===== config.mk =====
export PLATFORM = sky130hd
export DESIGN_NAME = time_set_ctrl
export DESIGN_NICKNAME = d
export VERILOG_FILES = /design/src/rtl/time_set_ctrl_pkg.sv /design/src/rtl/time_set_ctrl_btn_edge.sv /design/src/rtl/time_set_ctrl.sv
export SDC_FILE = /design/constraint.sdc
export NUM_CORES = 1
export LEC_CHECK = 0
export CAP_MARGIN = 40
export CORE_UTILIZATION = 40
export CTS_CLUSTER_SIZE = 25
export DETAILED_ROUTE_END_ITERATION = 6
export PLACE_DENSITY_LB_ADDON = 0.05
export SYNTH_ARGS = -nofsm -noshare
export SYNTH_HDL_FRONTEND = slang
export SYNTH_HIERARCHICAL = 1
export SYNTH_SLANG_ARGS = --single-unit

===== constraint.sdc =====
create_clock -name clk_1kHz -period 5.63 [get_ports clk_1kHz]
set_clock_uncertainty 0.15 [all_clocks]
set_input_delay 0.8445 -clock clk_1kHz [delete_from_list [all_inputs] [get_ports clk_1kHz]]
set_output_delay 0.8445 -clock clk_1kHz [all_outputs]
set_load 0.02 [all_outputs]

===== src/rtl/time_set_ctrl_pkg.sv =====
// Shared constants, state/field encodings and field arithmetic for the time-set controller.
// Latency: n/a (types, constants and pure functions only).
// Backpressure: n/a.
package time_set_ctrl_pkg;

  // Controller states
  typedef enum logic [2:0] {
    ST_IDLE   = 3'd0,
    ST_EDIT_H = 3'd1,
    ST_EDIT_M = 3'd2,
    ST_EDIT_S = 3'd3,
    ST_COMMIT = 3'd4
  } state_e;

  // Field select codes as presented on o_field_sel
  typedef enum logic [1:0] {
    FIELD_HOUR = 2'd0,
    FIELD_MIN  = 2'd1,
    FIELD_SEC  = 2'd2,
    FIELD_NONE = 2'd3
  } field_e;

  // Packed time word, matches the {hour, minute, second} bus layout
  typedef struct packed {
    logic [6:0] hour;
    logic [6:0] minute;
    logic [6:0] second;
  } time_t;

  localparam int         FIELD_W    = 7;
  localparam logic [6:0] HOUR_MAX   = 7'd23;
  localparam logic [6:0] MINSEC_MAX = 7'd59;

  // Button bit positions within i_btns
  localparam int NUM_BTNS    = 4;
  localparam int BTN_COMMIT  = 0;
  localparam int BTN_NEXT    = 1;
  localparam int BTN_INC     = 2;
  localparam int BTN_DEC     = 3;

  // Inactivity timeout
  localparam int                   TIMEOUT_W      = 15;
  localparam int                   TIMEOUT_CYCLES = 30000;
  localparam logic [TIMEOUT_W-1:0] TIMEOUT_LAST   = TIMEOUT_W'(TIMEOUT_CYCLES - 1);

  // Blink half-period
  localparam int                 BLINK_W    = 9;
  localparam int                 BLINK_HALF = 500;
  localparam logic [BLINK_W-1:0] BLINK_LAST = BLINK_W'(BLINK_HALF - 1);

  // Out-of-range captured values are forced to zero.
  function automatic logic [FIELD_W-1:0] field_clamp(input logic [FIELD_W-1:0] v,
                                                      input logic [FIELD_W-1:0] max);
    return (v > max) ? '0 : v;
  endfunction

  // Increment/decrement with wrap; simultaneous inc+dec cancels out.
  function automatic logic [FIELD_W-1:0] field_adjust(input logic [FIELD_W-1:0] v,
                                                       input logic [FIELD_W-1:0] max,
                                                       input logic            inc,
                                                       input logic            dec);
    logic [FIELD_W-1:0] r;
    r = v;
    if (inc && !dec) begin
      r = (v >= max) ? '0 : v + FIELD_W'(1);
    end else if (dec && !inc) begin
      r = (v == '0 || v > max) ? max : v - FIELD_W'(1);
    end
    return r;
  endfunction

  function automatic logic is_edit(input state_e s);
    return (s == ST_EDIT_H) || (s == ST_EDIT_M) || (s == ST_EDIT_S);
  endfunction

  // Field rotation H -> M -> S -> H
  function automatic state_e next_field(input state_e s);
    state_e r;
    case (s)
      ST_EDIT_H: r = ST_EDIT_M;
      ST_EDIT_M: r = ST_EDIT_S;
      default:   r = ST_EDIT_H;
    endcase
    return r;
  endfunction

endpackage


===== src/rtl/time_set_ctrl_btn_edge.sv =====
// Rising-edge detector: turns a raw button level into a single-cycle press pulse.
// Latency: pulse_o asserts one cycle after level_i is first sampled high.
// Backpressure: none; a held level produces exactly one pulse.
// Ports: clk_1kHz/reset (sync, active-high), level_i raw button, pulse_o registered press pulse.
module btn_edge (
  input  logic clk_1kHz,
  input  logic reset,
  input  logic level_i,
  output logic pulse_o
);

  logic level_q;
  logic pulse_q;

  always_ff @(posedge clk_1kHz) begin
    if (reset) begin
      level_q <= 1'b0;
      pulse_q <= 1'b0;
    end else begin
      level_q <= level_i;
      pulse_q <= level_i & ~level_q;
    end
  end

  assign pulse_o = pulse_q;

endmodule


===== src/rtl/time_set_ctrl.sv =====
// Clock time-set controller: button-driven edit of hour/minute/second with a one-shot load strobe.
// Latency: a button acts two cycles after its level rises (edge register + state update); load strobe lasts one cycle.
// Backpressure: none; o_load_sig is fire-and-forget, buttons are level inputs with edge detection.
// Ports:
//   clk_1kHz, reset      : clock and synchronous active-high reset
//   i_btns[3:0]          : commit/enter, next field, increment, decrement (bits 15:4 ignored)
//   i_current_time       : live time {hour, minute, second}, 7 bits each
//   o_load_data/_sig     : committed time and its one-cycle load strobe
//   o_edit_mode, o_field_sel, o_blink : display hints for the edit UI
module time_set_ctrl
  import time_set_ctrl_pkg::*;
(
  input  logic        clk_1kHz,
  input  logic        reset,
  input  logic [15:0] i_btns,
  input  logic [20:0] i_current_time,
  output logic [20:0] o_load_data,
  output logic        o_load_sig,
  output logic        o_edit_mode,
  output logic [1:0]  o_field_sel,
  output logic        o_blink
);

  // ---------------------------------------------------------------------------
  // Press detection
  // ---------------------------------------------------------------------------
  logic [NUM_BTNS-1:0] press;

  for (genvar g = 0; g < NUM_BTNS; g++) begin : g_edge
    btn_edge u_btn_edge (
      .clk_1kHz (clk_1kHz),
      .reset    (reset),
      .level_i  (i_btns[g]),
      .pulse_o  (press[g])
    );
  end

  // Upper button bits carry nothing for this block.
  logic unused_btns;
  assign unused_btns = ^i_btns[15:NUM_BTNS];

  // ---------------------------------------------------------------------------
  // State
  // ---------------------------------------------------------------------------
  state_e               state_q, state_d;
  time_t                edit_q, edit_d;
  time_t                load_data_q, load_data_d;
  logic [TIMEOUT_W-1:0] timeout_q, timeout_d;
  logic [BLINK_W-1:0]   blink_cnt_q, blink_cnt_d;
  logic                 blink_q, blink_d;

  time_t cur_time;
  assign cur_time = i_current_time;

  always_ff @(posedge clk_1kHz) begin
    if (reset) begin
      state_q     <= ST_IDLE;
      edit_q      <= '0;
      load_data_q <= '0;
      timeout_q   <= '0;
      blink_cnt_q <= '0;
      blink_q     <= 1'b1;
    end else begin
      state_q     <= state_d;
      edit_q      <= edit_d;
      load_data_q <= load_data_d;
      timeout_q   <= timeout_d;
      blink_cnt_q <= blink_cnt_d;
      blink_q     <= blink_d;
    end
  end

  // ---------------------------------------------------------------------------
  // Next state, edit registers, timeout
  // ---------------------------------------------------------------------------
  always_comb begin
    state_d     = state_q;
    edit_d      = edit_q;
    load_data_d = load_data_q;
    timeout_d   = timeout_q;

    case (state_q)
      ST_IDLE: begin
        timeout_d = '0;
        // Only enter/commit matters while idle.
        if (press[BTN_COMMIT]) begin
          edit_d.hour   = field_clamp(cur_time.hour,   HOUR_MAX);
          edit_d.minute = field_clamp(cur_time.minute, MINSEC_MAX);
          edit_d.second = field_clamp(cur_time.second, MINSEC_MAX);
          state_d       = ST_EDIT_H;
        end
      end

      ST_EDIT_H, ST_EDIT_M, ST_EDIT_S: begin
        // Priority chain: commit, then field step, then inc/dec.
        if (press[BTN_COMMIT]) begin
          state_d     = ST_COMMIT;
          load_data_d = edit_q;
          timeout_d   = '0;
        end else if (press[BTN_NEXT]) begin
          state_d   = next_field(state_q);
          timeout_d = '0;
        end else if (|press) begin
          timeout_d = '0;
          if (state_q == ST_EDIT_H) begin
            edit_d.hour = field_adjust(edit_q.hour, HOUR_MAX,
                                       press[BTN_INC], press[BTN_DEC]);
          end else if (state_q == ST_EDIT_M) begin
            edit_d.minute = field_adjust(edit_q.minute, MINSEC_MAX,
                                         press[BTN_INC], press[BTN_DEC]);
          end else begin
            edit_d.second = field_adjust(edit_q.second, MINSEC_MAX,
                                         press[BTN_INC], press[BTN_DEC]);
          end
        end else if (timeout_q == TIMEOUT_LAST) begin
          // This is the last quiet cycle allowed: abandon the edit silently.
          state_d   = ST_IDLE;
          timeout_d = '0;
        end else begin
          timeout_d = timeout_q + TIMEOUT_W'(1);
        end
      end

      ST_COMMIT: begin
        state_d   = ST_IDLE;
        timeout_d = '0;
      end

      default: begin
        state_d   = ST_IDLE;
        timeout_d = '0;
      end
    endcase
  end

  // ---------------------------------------------------------------------------
  // Blink phase: restarts (visible) on every field change, held high outside edit
  // ---------------------------------------------------------------------------
  always_comb begin
    blink_cnt_d = '0;
    blink_d     = 1'b1;
    if (is_edit(state_d) && (state_d == state_q)) begin
      if (blink_cnt_q == BLINK_LAST) begin
        blink_cnt_d = '0;
        blink_d     = ~blink_q;
      end else begin
        blink_cnt_d = blink_cnt_q + BLINK_W'(1);
        blink_d     = blink_q;
      end
    end
  end

  // ---------------------------------------------------------------------------
  // Outputs
  // ---------------------------------------------------------------------------
  field_e field_sel;

  always_comb begin
    case (state_q)
      ST_EDIT_H: field_sel = FIELD_HOUR;
      ST_EDIT_M: field_sel = FIELD_MIN;
      ST_EDIT_S: field_sel = FIELD_SEC;
      default:   field_sel = FIELD_NONE;
    endcase
  end

  assign o_load_data = load_data_q;
  assign o_load_sig  = (state_q == ST_COMMIT);
  assign o_edit_mode = is_edit(state_q);
  assign o_field_sel = field_sel;
  assign o_blink     = blink_q;

endmodule


==> impl_metrics.json, run 1 <==
{
  "outcome": "finished, final reports clean",
  "regArea_um2": 1560,
  "antenna_left": 0,
  "tns_ns": 0,
  "postCtsSetupRepairBufs": 0,
  "pin_count": 65,
  "grt_start_max_net_pins": 30,
  "dieWidth_um": 106,
  "cp_max_fo": 19,
  "powerDensity_nw_per_um2": 237,
  "grt_use_met2_pct": 31.1,
  "dieHeight_um": 106,
  "synth_area_um2": 4340,
  "clock_path_buffers": 2,
  "leakagePower_nw": 1.73,
  "grt_pass1_vias": 3719,
  "period_share_pct": 56.7,
  "antenna_cells": 0,
  "layout_min_cycle_time_ns": 3.19,
  "postRouteWirelength_um": 10500,
  "root_buffer": "clkbuf_8",
  "rsz0062_at_grt": "no",
  "drt_iter0_markers": 168,
  "max_slew_margin_pct": 42.2,
  "cts_tree": "done",
  "vias_per_cell": 5.45,
  "placed_cells": 704,
  "cts_hold_buffers": 0,
  "grt_overflow": 0,
  "place_hpwl_um": 7400,
  "busiest_layer": "met2",
  "cts_buffers": 9,
  "report.final.slew_viol_count": 0,
  "vias": 3923,
  "wl_per_cell_um": 14.6,
  "cp.required_ns": 4.64,
  "max-vdd-ir-drop_mv": 0.120,
  "setup_viol": 0,
  "path_class": "reg2out",
  "met1_usage_pct": 26.3,
  "hold_viol_final": 0,
  "n_fill_cell": 1037,
  "maxCapViolCount": 0,
  "synth-edff-count": 0,
  "placementRows": 37,
  "instances_no_fill": 720,
  "globalplace.congestion": 0.818,
  "synthDistinctLibCells": 69,
  "drt_first_pass_iters": 5,
  "grt_pass1_wl_um": 17700,
  "multi_input_area_um2": 2550,
  "path_cells": "o21bai_1, inv_2, clkdlybuf4s50_1",
  "fin_ws_ns": 2.44,
  "synth_cells": 544,
  "syn_avg_cell_area_um2": 7.98,
  "coreArea_um2": 10400,
  "post_cts_resized": 0,
  "antenna_found_initial": 0,
  "slowest_delay_ns": 0.68,
  "start_kind": "flop",
  "ys_ff_latch": 78,
  "start_util_pct": 41.7,
  "power_mw": 1.22,
  "layout-drive-gt1-share_pct": 5.99,
  "cp_data_arrival_time_ns": 2.20,
  "design_area_um2": 5140,
  "final_util_pct": 49.3,
  "yosys_warnings": 6,
  "fmax_mhz": 313,
  "syn_nets": 596,
  "syn_to_final_growth_pct": 18.3,
  "path_clk_slew_ns": 0.09,
  "async_reset_ff_share_pct": 0,
  "critPathCaptureType": "output port",
  "layout_commonest_cell": "dfxtp_1",
  "io_buffer_count": 52,
  "hold_class": "reg2reg",
  "drc": 0,
  "clock-sinks": 78,
  "placed_area_um2": 4920,
  "worstMarginPinSlew_ns": 0.865,
  "finalNetCount": 631,
  "critical-path-slowest-cell": "clkdlybuf4s50_1",
  "htreeDepth": 3,
  "final_cell_mix": "78 x dfxtp_1, 72 x nand2_1, 51 x clkdlybuf4s50_1",
  "grt_util_all_layers_pct": 19.5,
  "pre_cts_slack_ns": 2.85,
  "clock_latency_ns": 0.36,
  "yosysSeqAreaShare_pct": 36.0,
  "fin_hold_ws_ns": 0.254,
  "grtUsageMet3_pct": 3.62,
  "synth_flop_cell": "dfxtp_1",
  "die_area_um2": 11300
}
==> per-layer routing <==
layer,part of all wire (%),vias up,wire length [um]
li1,-,2014,-
met1,49,1823,5110
met2,46,76,4880
met3,3.8,10,397
met4,1.3,0,137
met5,0,-,0
==> power breakdown <==
part	internal, mW	leakage, nW	switching, mW	total, mW
clock network	0.233	0.107	0.218	0.451
registers	0.564	0.632	0.0247	0.588
logic	0.0798	0.996	0.0977	0.177
==> worst paths after layout <==
kind	startpoint	to	slack, ns	cells past startpoint
setup reg to reg	state_q[1]$_SDFF_PP0_	o_load_data[14]$_SDFFE_PP0P_	3.21	5
setup / recovery	state_q[1]$_SDFF_PP0_	o_edit_mode	2.44	3
hold / removal	g_edge[2].u_btn_edge/level_q$_SDFF_PP0_	g_edge[2].u_btn_edge/pulse_o$_SDFF_PP0_	0.25	1
hold reg to reg	g_edge[2].u_btn_edge/level_q$_SDFF_PP0_	g_edge[2].u_btn_edge/pulse_o$_SDFF_PP0_	0.25	1
==> cells in the mapped netlist (5+ instances only) <==
master	instances	area [um2]
or3_1	7	43.8
ha_1	13	163
o41ai_1	6	52.6
and2_1	7	43.8
and3_1	11	68.8
nand3_1	21	105
buf_2	7	35.0
dfxtp_1	78	1560
o31ai_1	5	37.5
a21oi_1	45	225
nor2b_1	9	56.3
a211oi_1	6	45.0
nor2_1	50	188
nand2b_1	6	37.5
nand2_1	72	270
xor2_1	15	131
nand4_1	7	43.8
nor4_1	6	37.5
o21ai_0	25	125
inv_1	21	78.8
clkbuf_1	19	71.3
nor3_1	12	60.1
xnor2_1	15	131
o211ai_1	6	45.0
==> sequential cells by signal (all words and copies together) (netlist names) <==
| register | count |
|---|---|
| state_q | 3 |
| edit_q | 21 |
| o_load_data | 21 |
| blink_cnt_q | 9 |
| timeout_q | 15 |
| g_edge.u_btn_edge/pulse_o | 4 |
| o_blink | 1 |
| g_edge.u_btn_edge/level_q | 4 |
==> cell type report <==
type	instances	share of cell area [%]
Clock buffer	11	2.95
Clock inverter	5	1.24
Inverter	22	1.61
Multi-Input combinational cell	413	49.6
Sequential cell	78	30.4
Tap cell	136	3.31
Timing Repair Buffer	55	10.9
==> worst max-delay path: cells and delay by family, from the launching register on <==
kind            cells  cell delay (ns)
compound gates      1             0.16
buf+inv             2             1.02
flops               1             0.64
==> cell families after synthesis <==
logic type      count (synthesis)  share of synthesized area, %
simple gates                  234                          27.9
fa+ha+maj                      13                          3.75
flops                          78                          36.0
compound gates                134                          20.5
mux                             2                         0.461
xor+xnor                       30                          6.05
buf+inv                        53                          5.33
No activity file was read; power rests on OpenSTA's default activity.
==> inputs of run 2 (changes only) <==
- clock period: 5.63 -> 2.75 ns (I/O delays scaled with it)
==> run 2 against run 1 <==
Against the previous run: design area increased by 1.4%; setup slack worse by 2.3 ns; total power rose by 120%; non-clock buffer count rose by 8; count of clock-buffer cells in the layout is 1 lower; critical path type unchanged; critical endpoint unchanged; largest power group unchanged.
==> impl_metrics.json, run 2 (same netlist as run 1, synthesis figures left out) <==
{
  "dieWidth_um": 106,
  "r2r_start": "edit_q[9]$_SDFFE_PP0P_",
  "postCtsSetupRepairBufs": 0,
  "htreeDepth": 3,
  "postRouteWirelength_um": 10500,
  "drt_first_pass_iters": 4,
  "place_hpwl_um": 7650,
  "layout-drive-gt1-share_pct": 7.26,
  "setup_viol": 0,
  "leakagePower_nw": 1.79,
  "finalNetCount": 639,
  "start_kind": "flop",
  "grt_overflow": 0,
  "clock-sinks": 78,
  "reg2reg_slack_ns": 0.50,
  "drc": 0,
  "cts_hold_buffers": 0,
  "rsz0062_at_grt": "no",
  "vias": 4035,
  "powerDensity_nw_per_um2": 505,
  "layout_commonest_cell": "dfxtp_1",
  "root_buffer": "clkbuf_8",
  "outcome": "finished, final reports clean",
  "placed_area_um2": 4960,
  "antenna_found_initial": 0,
  "die_area_um2": 11300,
  "globalplace.congestion": 0.857,
  "slowest_delay_ns": 0.65,
  "critPathCapture": "o_edit_mode",
  "critPathCaptureType": "output port",
  "path_cells": "o21bai_1, inv_2, clkdlybuf4s50_1",
  "clock_latency_ns": 0.36,
  "r2r_cells": 5,
  "period_share_pct": 95.5,
  "cp.required_ns": 2.19,
  "start_util_pct": 41.7,
  "max_slew_margin_pct": 44.9,
  "critPathLaunch": "state_q[1]$_SDFF_PP0_",
  "syn_to_final_growth_pct": 19.9,
  "cp_data_arrival_time_ns": 2.06,
  "maxCapViolCount": 0,
  "vias_per_cell": 5.54,
  "cts_buffers": 9,
  "cp_max_fo": 13,
  "post_cts_resized": 0,
  "path_class": "reg2out",
  "hold_viol_final": 0,
  "coreArea_um2": 10400,
  "placementRows": 37,
  "pin_count": 65,
  "antenna_left": 0,
  "grt_pass1_vias": 3729,
  "r2r-end": "edit_q[10]$_SDFFE_PP0P_",
  "max-vdd-ir-drop_mv": 0.301,
  "io_buffer_count": 52,
  "critical-path-slowest-cell": "clkdlybuf4s50_1",
  "grt_pass1_wl_um": 17700,
  "worstMarginPinSlew_ns": 0.825,
  "grt_util_all_layers_pct": 19.6,
  "layout_min_cycle_time_ns": 2.63,
  "final_cell_mix": "78 x dfxtp_1, 72 x nand2_1, 51 x clkdlybuf4s50_1",
  "report.final.slew_viol_count": 0,
  "fmax_mhz": 381,
  "min_from": "g_edge[2].u_btn_edge/level_q$_SDFF_PP0_",
  "path_clk_slew_ns": 0.08,
  "grt_start_max_net_pins": 23,
  "clock_path_buffers": 2,
  "design_area_um2": 5210,
  "drt_iter0_markers": 155,
  "antenna_cells": 0,
  "hold_class": "reg2reg",
  "dieHeight_um": 106,
  "cts_tree": "done",
  "wl_per_cell_um": 14.4,
  "tns_ns": 0
}
## run 2: cell types whose count changed in the layout (fill, tap and decap cells not counted), sizes merged
cell      delta
inv          -2
clkbuf       -1
buf          +8
bufinv       +2
clkinvlp     -1
clkinv       +2
## run 2: stage by stage
stage                     hold WS, ns  power [mW]  instances  utilization [%]  setup WS, ns
final                           0.258        2.63        728             50.0         0.125
after detailed placement        0.251        1.60        712             47.6         0.484
after global routing            0.272        2.77        728             50.0        0.0127
after CTS                       0.263        2.66        728             50.0         0.107
after floorplan                 0.237        1.47        544                -         0.840
after global placement          0.242        1.59        712             47.6         0.519
## run 2: where the power goes
group / leakage, nW / internal, mW / switching, mW / total, mW
logic: 1.03 / 0.169 / 0.202 / 0.370
clock network: 0.126 / 0.626 / 0.433 / 1.06
registers: 0.632 / 1.15 / 0.0489 / 1.20
total: 1.79 / 1.95 / 0.684 / 2.63
## run 2: metal layers
| layer | vias to the layer above | part of all wire (%) | track usage [%] |
|---|---|---|---|
| li1 | 2031 | - | - |
| met1 | 1896 | 48 | 25.6 |
| met2 | 92 | 46 | 31.3 |
| met3 | 16 | 3.9 | 3.43 |
| met4 | 0 | 2.5 | 9.52 |
| met5 | - | 0 | 0 |
## run 2: worst min-delay path by stage
stage	cells past startpoint	to	slack (ns)
2_1_floorplan	1	g_edge[0].u_btn_edge/pulse_o$_SDFF_PP0_	0.24
3_3_place_gp	1	g_edge[2].u_btn_edge/pulse_o$_SDFF_PP0_	0.24
3_5_place_dp	1	g_edge[3].u_btn_edge/pulse_o$_SDFF_PP0_	0.25
4_1_cts	1	g_edge[2].u_btn_edge/pulse_o$_SDFF_PP0_	0.26
5_1_grt	1	g_edge[2].u_btn_edge/pulse_o$_SDFF_PP0_	0.27
6_report	1	g_edge[2].u_btn_edge/pulse_o$_SDFF_PP0_	0.26
## run 2: final cells by class
class                      instances  area [um2]
fill                            1030        5210
multi-input combinational        413        2550
sequential                        78        1560
timing repair buffer              63         598
tap                              136         170
clock buffer                      10         138
clock inverter                     6         109
inverter                          22        82.6
## run 2: critical path: cells and delay by family, from the launching register on
| kind | cells | cell delay [ns] |
|---|---|---|
| compound gates | 1 | 0.16 |
| flops | 1 | 0.64 |
| buf+inv | 2 | 0.89 |
